## src/rtl/sram_port_arbiter.sv

```systemverilog
// Shares the single SpSram port between the host (A) and the FIR engine (B): one registered command per cycle, tagged read return.
// Build option: define SP_ARB_RR_EN for round-robin arbitration; otherwise A has fixed priority over B.
module sram_port_arbiter #(
  parameter int SRAM_DEPTH = 10,
  parameter int DATA_WIDTH = 16,
  parameter int ADDR_WIDTH = 4
) (
  input  logic                  iClk,
  input  logic                  iRsn,
  input  logic                  iReqA,
  input  logic                  iWrnA,
  input  logic [ADDR_WIDTH-1:0] iAddrA,
  input  logic [DATA_WIDTH-1:0] iWrDtA,
  input  logic                  iReqB,
  input  logic                  iWrnB,
  input  logic [ADDR_WIDTH-1:0] iAddrB,
  input  logic [DATA_WIDTH-1:0] iWrDtB,
  output logic                  oGntA,
  output logic                  oGntB,
  output logic                  oRdVldA,
  output logic                  oRdVldB,
  output logic [DATA_WIDTH-1:0] oRdDtA,
  output logic [DATA_WIDTH-1:0] oRdDtB,
  output logic                  oCsn,
  output logic                  oWrn,
  output logic [ADDR_WIDTH-1:0] oAddr,
  output logic [DATA_WIDTH-1:0] oWrDt,
  input  logic [DATA_WIDTH-1:0] iRdDt
);

  localparam logic ID_A = 1'b0;
  localparam logic ID_B = 1'b1;

  if (SRAM_DEPTH > (1 << ADDR_WIDTH)) begin : gCfgCheck
    $error("sram_port_arbiter: ADDR_WIDTH too small for SRAM_DEPTH");
  end

  logic gntA;
  logic gntB;

`ifdef SP_ARB_RR_EN
  // lastB = 1 means B was granted most recently, so A wins the next conflict
  logic lastB;

  always_comb begin
    gntA = iRsn && iReqA && (!iReqB || lastB);
    gntB = iRsn && iReqB && (!iReqA || !lastB);
  end

  always_ff @(posedge iClk or negedge iRsn) begin
    if (!iRsn) begin
      lastB <= 1'b1;
    end else if (gntA || gntB) begin
      lastB <= gntB;
    end
  end
`else
  always_comb begin
    gntA = iRsn && iReqA;
    gntB = iRsn && iReqB && !iReqA;
  end
`endif

  assign oGntA = gntA;
  assign oGntB = gntB;

  // Address and write data hold their last values while idle
  always_ff @(posedge iClk or negedge iRsn) begin
    if (!iRsn) begin
      oCsn  <= 1'b1;
      oWrn  <= 1'b1;
      oAddr <= '0;
      oWrDt <= '0;
    end else if (gntA) begin
      oCsn  <= 1'b0;
      oWrn  <= iWrnA;
      oAddr <= iAddrA;
      oWrDt <= iWrDtA;
    end else if (gntB) begin
      oCsn  <= 1'b0;
      oWrn  <= iWrnB;
      oAddr <= iAddrB;
      oWrDt <= iWrDtB;
    end else begin
      oCsn  <= 1'b1;
      oWrn  <= 1'b1;
    end
  end

  // Stage 1 lines up with the registered command, stage 2 with the SRAM output register
  logic tag1Vld;
  logic tag1Id;
  logic tag2Vld;
  logic tag2Id;

  always_ff @(posedge iClk or negedge iRsn) begin
    if (!iRsn) begin
      tag1Vld <= 1'b0;
      tag1Id  <= ID_A;
      tag2Vld <= 1'b0;
      tag2Id  <= ID_A;
    end else begin
      tag1Vld <= (gntA && iWrnA) || (gntB && iWrnB);
      tag1Id  <= gntB ? ID_B : ID_A;
      tag2Vld <= tag1Vld;
      tag2Id  <= tag1Id;
    end
  end

  assign oRdVldA = tag2Vld && (tag2Id == ID_A);
  assign oRdVldB = tag2Vld && (tag2Id == ID_B);
  assign oRdDtA  = iRdDt;
  assign oRdDtB  = iRdDt;

endmodule

```

## config.mk

```make
export PLATFORM = sky130hd
export DESIGN_NAME = sram_port_arbiter
export DESIGN_NICKNAME = d
export VERILOG_FILES = /design/src/rtl/sram_port_arbiter.sv
export SDC_FILE = /design/constraint.sdc
export NUM_CORES = 1
export LEC_CHECK = 0
export CORE_UTILIZATION = 30
export CTS_CLUSTER_SIZE = 40
export DETAILED_ROUTE_END_ITERATION = 6
export GPL_TIMING_DRIVEN = 1
export PLACE_DENSITY = 0.77
export SLEW_MARGIN = 5
export SYNTH_ARGS = -nofsm -noshare
export SYNTH_HDL_FRONTEND = slang
export SYNTH_SLANG_ARGS = --single-unit
```

## constraint.sdc

```tcl
create_clock -name iClk -period 0.8 [get_ports iClk]
set_input_delay 0.16 -clock iClk [delete_from_list [all_inputs] [get_ports iClk]]
set_output_delay 0.16 -clock iClk [all_outputs]
set_load 0.01 [all_outputs]
```

# Yosys cells after proc, flatten, opt, wreduce, memory -nomap -nowiden
# Index checks and enable logic that the tools add are counted.
[word_totals] out_inout_bits=58 word_cells=28 regBits=26
[classes] n_mux=9 bitwise=1 reduce_logical=10
[ops] op="$mux 16" count=2
[ops] op="$mux 4" count=2
[ops] op="$logic_and 1x1->1" count=7
[ops] op="$mux 1" count=5
[ops] op="$reduce_bool 2->1" count=1
[ops] op="$logic_not 1->1" count=1
[ops] op="$logic_or 1x1->1" count=1
[ops] op="$not 1->1" count=1

# Logic depth before layout (Yosys ltp)
[depth] depth_word=4 depth_mapped=3

# Worst setup path after synthesis
# Ideal clock, no wire load.
[synth_path] path_kind="input to output" start="input port iRsn" end="output port oGntB" t_arrival_ps=703 setup_slack_ps=-63 t_required_ps=640 stages=3 path_cell_list="nor2b_1 buf_2 and2_1"
[synth_between] elab_chain_cells=2
[synth_lines] item="start: declaration" line="9" source="input logic iRsn,"
[synth_lines] item="$logic_and 1x1->1 (2 in a row)" line="60" source="gntB = iRsn && iReqB && !iReqA;"
[synth_lines] item="end: declaration" line="19" source="output logic oGntB,"
# Every way passes these cells.

# Worst setup path in the final report
[layout_path] start="register tag2Vld" end="output port oRdVldB"
[layout_between] elab_chain_cells=1
[layout_lines] item="start: declaration" line="93" source="logic tag2Vld;"
[layout_lines] item="start signal: assignment" line="105" source="tag2Vld <= tag1Vld;"
[layout_lines] item="$logic_and 1x1->1" line="111" source="assign oRdVldB = tag2Vld && (tag2Id == ID_B);"
[layout_lines] item="end: declaration" line="21" source="output logic oRdVldB,"
# Every way passes these cells.

==> flow_summary.json <==
{
  "fin_crit_ns": 1.07,
  "required_ns": 0.64,
  "ctsHoldBuffers": 0,
  "reg2reg_depth": 3,
  "die_h_um": 72.6,
  "track_usage_pct": 14.0,
  "grt_pass1_wl_um": 5760,
  "path_cells": "and2_1 > buf_2",
  "path_clk_slew_ns": 0.09,
  "ys_seq_area_share_pct": 43.6,
  "drt_iter0_drc": 57,
  "cpPeakStageDelay_ns": 0.37,
  "io_buffer_count": 71,
  "die_w_um": 72.6,
  "ir_drop_uv": 626,
  "diodes": 0,
  "syn_area_per_cell_um2": 9.47,
  "syn2layout_area_growth_pct": 46.4,
  "start_util_pct": 31.5,
  "h-tree-depth": 1,
  "overflow": 0,
  "power_frac_seq_pct": 45.3,
  "hpwlAfterDp_um": 2480,
  "cp-start-kind": "flip-flop",
  "wirelength_um": 3680,
  "p_leak_nw": 1.08,
  "end_kind": "output pin",
  "gp_congestion": 0.717,
  "cts-root-buf": "clkbuf_8",
  "cp_slowest_cell": "dfrtp_1",
  "routed_via_density": 4.30,
  "cts_made_buffers": 3,
  "setup_ws_ns": -0.272,
  "syn-cell-area_mm2": 0.00150,
  "grt_pass1_vias": 1232,
  "rsz0062_at_grt": "true",
  "timing.fmax_ghz": 0.933,
  "cts.sinks": 26,
  "synth.distinct_cells": 16,
  "yosysWarnings": 0,
  "timing.final.crit_share_pct": 134,
  "crit_type": "flip-flop to output pin",
  "sw_frac_of_total_pct": 26.3,
  "finClkSkew_ns": 0.000479,
  "min_path_type": "input port to asynchronous set/reset pin",
  "p_switching_w": 0.000895,
  "grt_max_degree": 29,
  "worst_slew_pin_slew_ns": 0.280,
  "intPower_w": 0.00251,
  "syn_inst": 158,
  "critPathArrivalTime_ns": 0.91,
  "antenna_found_initial": 0,
  "fillerInstances": 479,
  "ios": 120,
  "utilization_pct": 46.1,
  "die-area_mm2": 0.00527,
  "clockBufferDepth": 2,
  "drtAntennaViolNets": 0,
  "rows": 25,
  "finalMaxSlewViolations": 0,
  "drive_gt1_share_pct": 30.0,
  "clock_latency_ns": 0.26,
  "tritoncts": "yes",
  "slew_headroom_pct": 81.3,
  "routedWlPerCell_um": 13.1,
  "pwr-share-comb_pct": 29.5,
  "cellPowerDensity_mw_per_mm2": 1550,
  "syn_nets": 220,
  "finalSetupViolations": 38,
  "core_mm2": 0.00475,
  "ys_ff_latch": 26,
  "outcome": "complete, but fails checks",
  "hold_viol_final": 0,
  "vias": 1205,
  "final_nets": 276,
  "drv_cap": 0,
  "drc": 0,
  "worstPathMaxFanout": 2,
  "violations": "setup timing",
  "dr.pass1.iters": 4,
  "pwr-share-clk_pct": 25.2,
  "holdWs_ns": 0.0121,
  "r2r_setup_slack_ns": -0.11
}
[power groups by stage]
stage                     Clock [W]  Sequential (W)  Combinational [W]
after global routing       0.000954         0.00155            0.00110
after detailed placement          0         0.00156            0.00101
final                      0.000858         0.00154            0.00100
after CTS                  0.000896         0.00153           0.000925
after global placement            0         0.00156            0.00100
after floorplan                   0         0.00163           0.000462
[cells in the final DEF, fill, tap and decap left out, drive strengths merged]
| cell type | instances |
|---|---|
| o21ai | 2 |
| nand2 | 1 |
| dfrtp | 24 |
| and2 | 3 |
| nand3b | 1 |
| a21boi | 1 |
| clkdlybuf4s50 | 42 |
| a222oi | 20 |
| nor2b | 23 |
| clkbuf | 4 |
| dfstp | 2 |
| inv | 40 |
| buf | 49 |
| nor3b | 1 |
[cells by family (layout without fill, tap and decap cells)]
kind of cell / Yosys count / in the layout / synth area share [%]
AOI/OAI and AO/OA: 23 / 23 / 14.8
buffers and inverters: 80 / 135 / 29.4
DFF: 26 / 26 / 43.6
and+or+nand+nor: 29 / 29 / 12.1
[synthesized netlist by cell type, drive strengths merged]
library cell / number / area, µm²
and2: 3 / 18.8
clkbuf: 2 / 7.51
inv: 40 / 150
a21boi: 1 / 7.51
dfstp: 2 / 52.6
a222oi: 20 / 200
nand2: 1 / 3.75
buf: 38 / 283
nor2b: 23 / 144
nor3b: 1 / 7.51
o21ai: 2 / 13.8
dfrtp: 24 / 601
nand3b: 1 / 7.51
[metal layers]
| metal | GRT usage [%] | wire length (µm) |
|---|---|---|
| met5 | 0 | 0 |
| met4 | 3.49 | 23 |
| met3 | 3.59 | 330 |
| met2 | 24.2 | 1860 |
| met1 | 17.3 | 1470 |
[worst max-delay path, delay by kind of cell (launching register included)]
family	cells	cell delay [ns]
flip-flops	1	0.37
AND/OR/NAND/NOR	1	0.14
buffers and inverters	1	0.13
[stage by stage]
stage / setup TNS (ns) / std cells / cell area [µm²] / setup slack [ns] / total power [W]
finish: -4.66 / 280 / 2190 / -0.272 / 0.00340
floorplan: -0.0202 / 158 / 1510 / -0.0202 / 0.00209
global placement: -30.53 / 270 / 2110 / -0.818 / 0.00256
CTS: -4.87 / 276 / 2100 / -0.288 / 0.00335
global route: -6.48 / 280 / 2190 / -0.326 / 0.00361
detailed placement: -31.35 / 270 / 2110 / -0.856 / 0.00257
[layout make-up]
class / count / area, µm² / area share (%)
inverter: 40 / 150 / 6.85
sequential: 26 / 653 / 29.8
multi-input combinational: 52 / 423 / 19.3
tap: 67 / 83.8 / 3.83
timing repair buffer: 91 / 826 / 37.7
clock buffer: 4 / 55.1 / 2.51
[final timing paths]
kind                               start  endpoint
worst min-delay path                iRsn   tag1Vld
worst min register to register   tag1Vld   tag2Vld
worst max register to register  oAddr[0]  oAddr[0]
max in group asynchronous           iRsn      oCsn
min in group iClk                  iReqB    tag1Id
worst max-delay path             tag2Vld   oRdVldB
[flip-flops by register name, summed over array words and instances (netlist names)]
name	cells
oAddr	4
oCsn	1
oWrDt	16
oWrn	1
tag1Id	1
tag1Vld	1
tag2Id	1
tag2Vld	1
[repair_timing]
action,4_1_cts,5_1_grt
cloned,0,2
setup buffers,2,2
endpoints found under the hold margin,0,0
resized for setup,133,17
pin swaps,15,15
setup endpoints to repair,51,45
(Power assumes the default switching activity.)
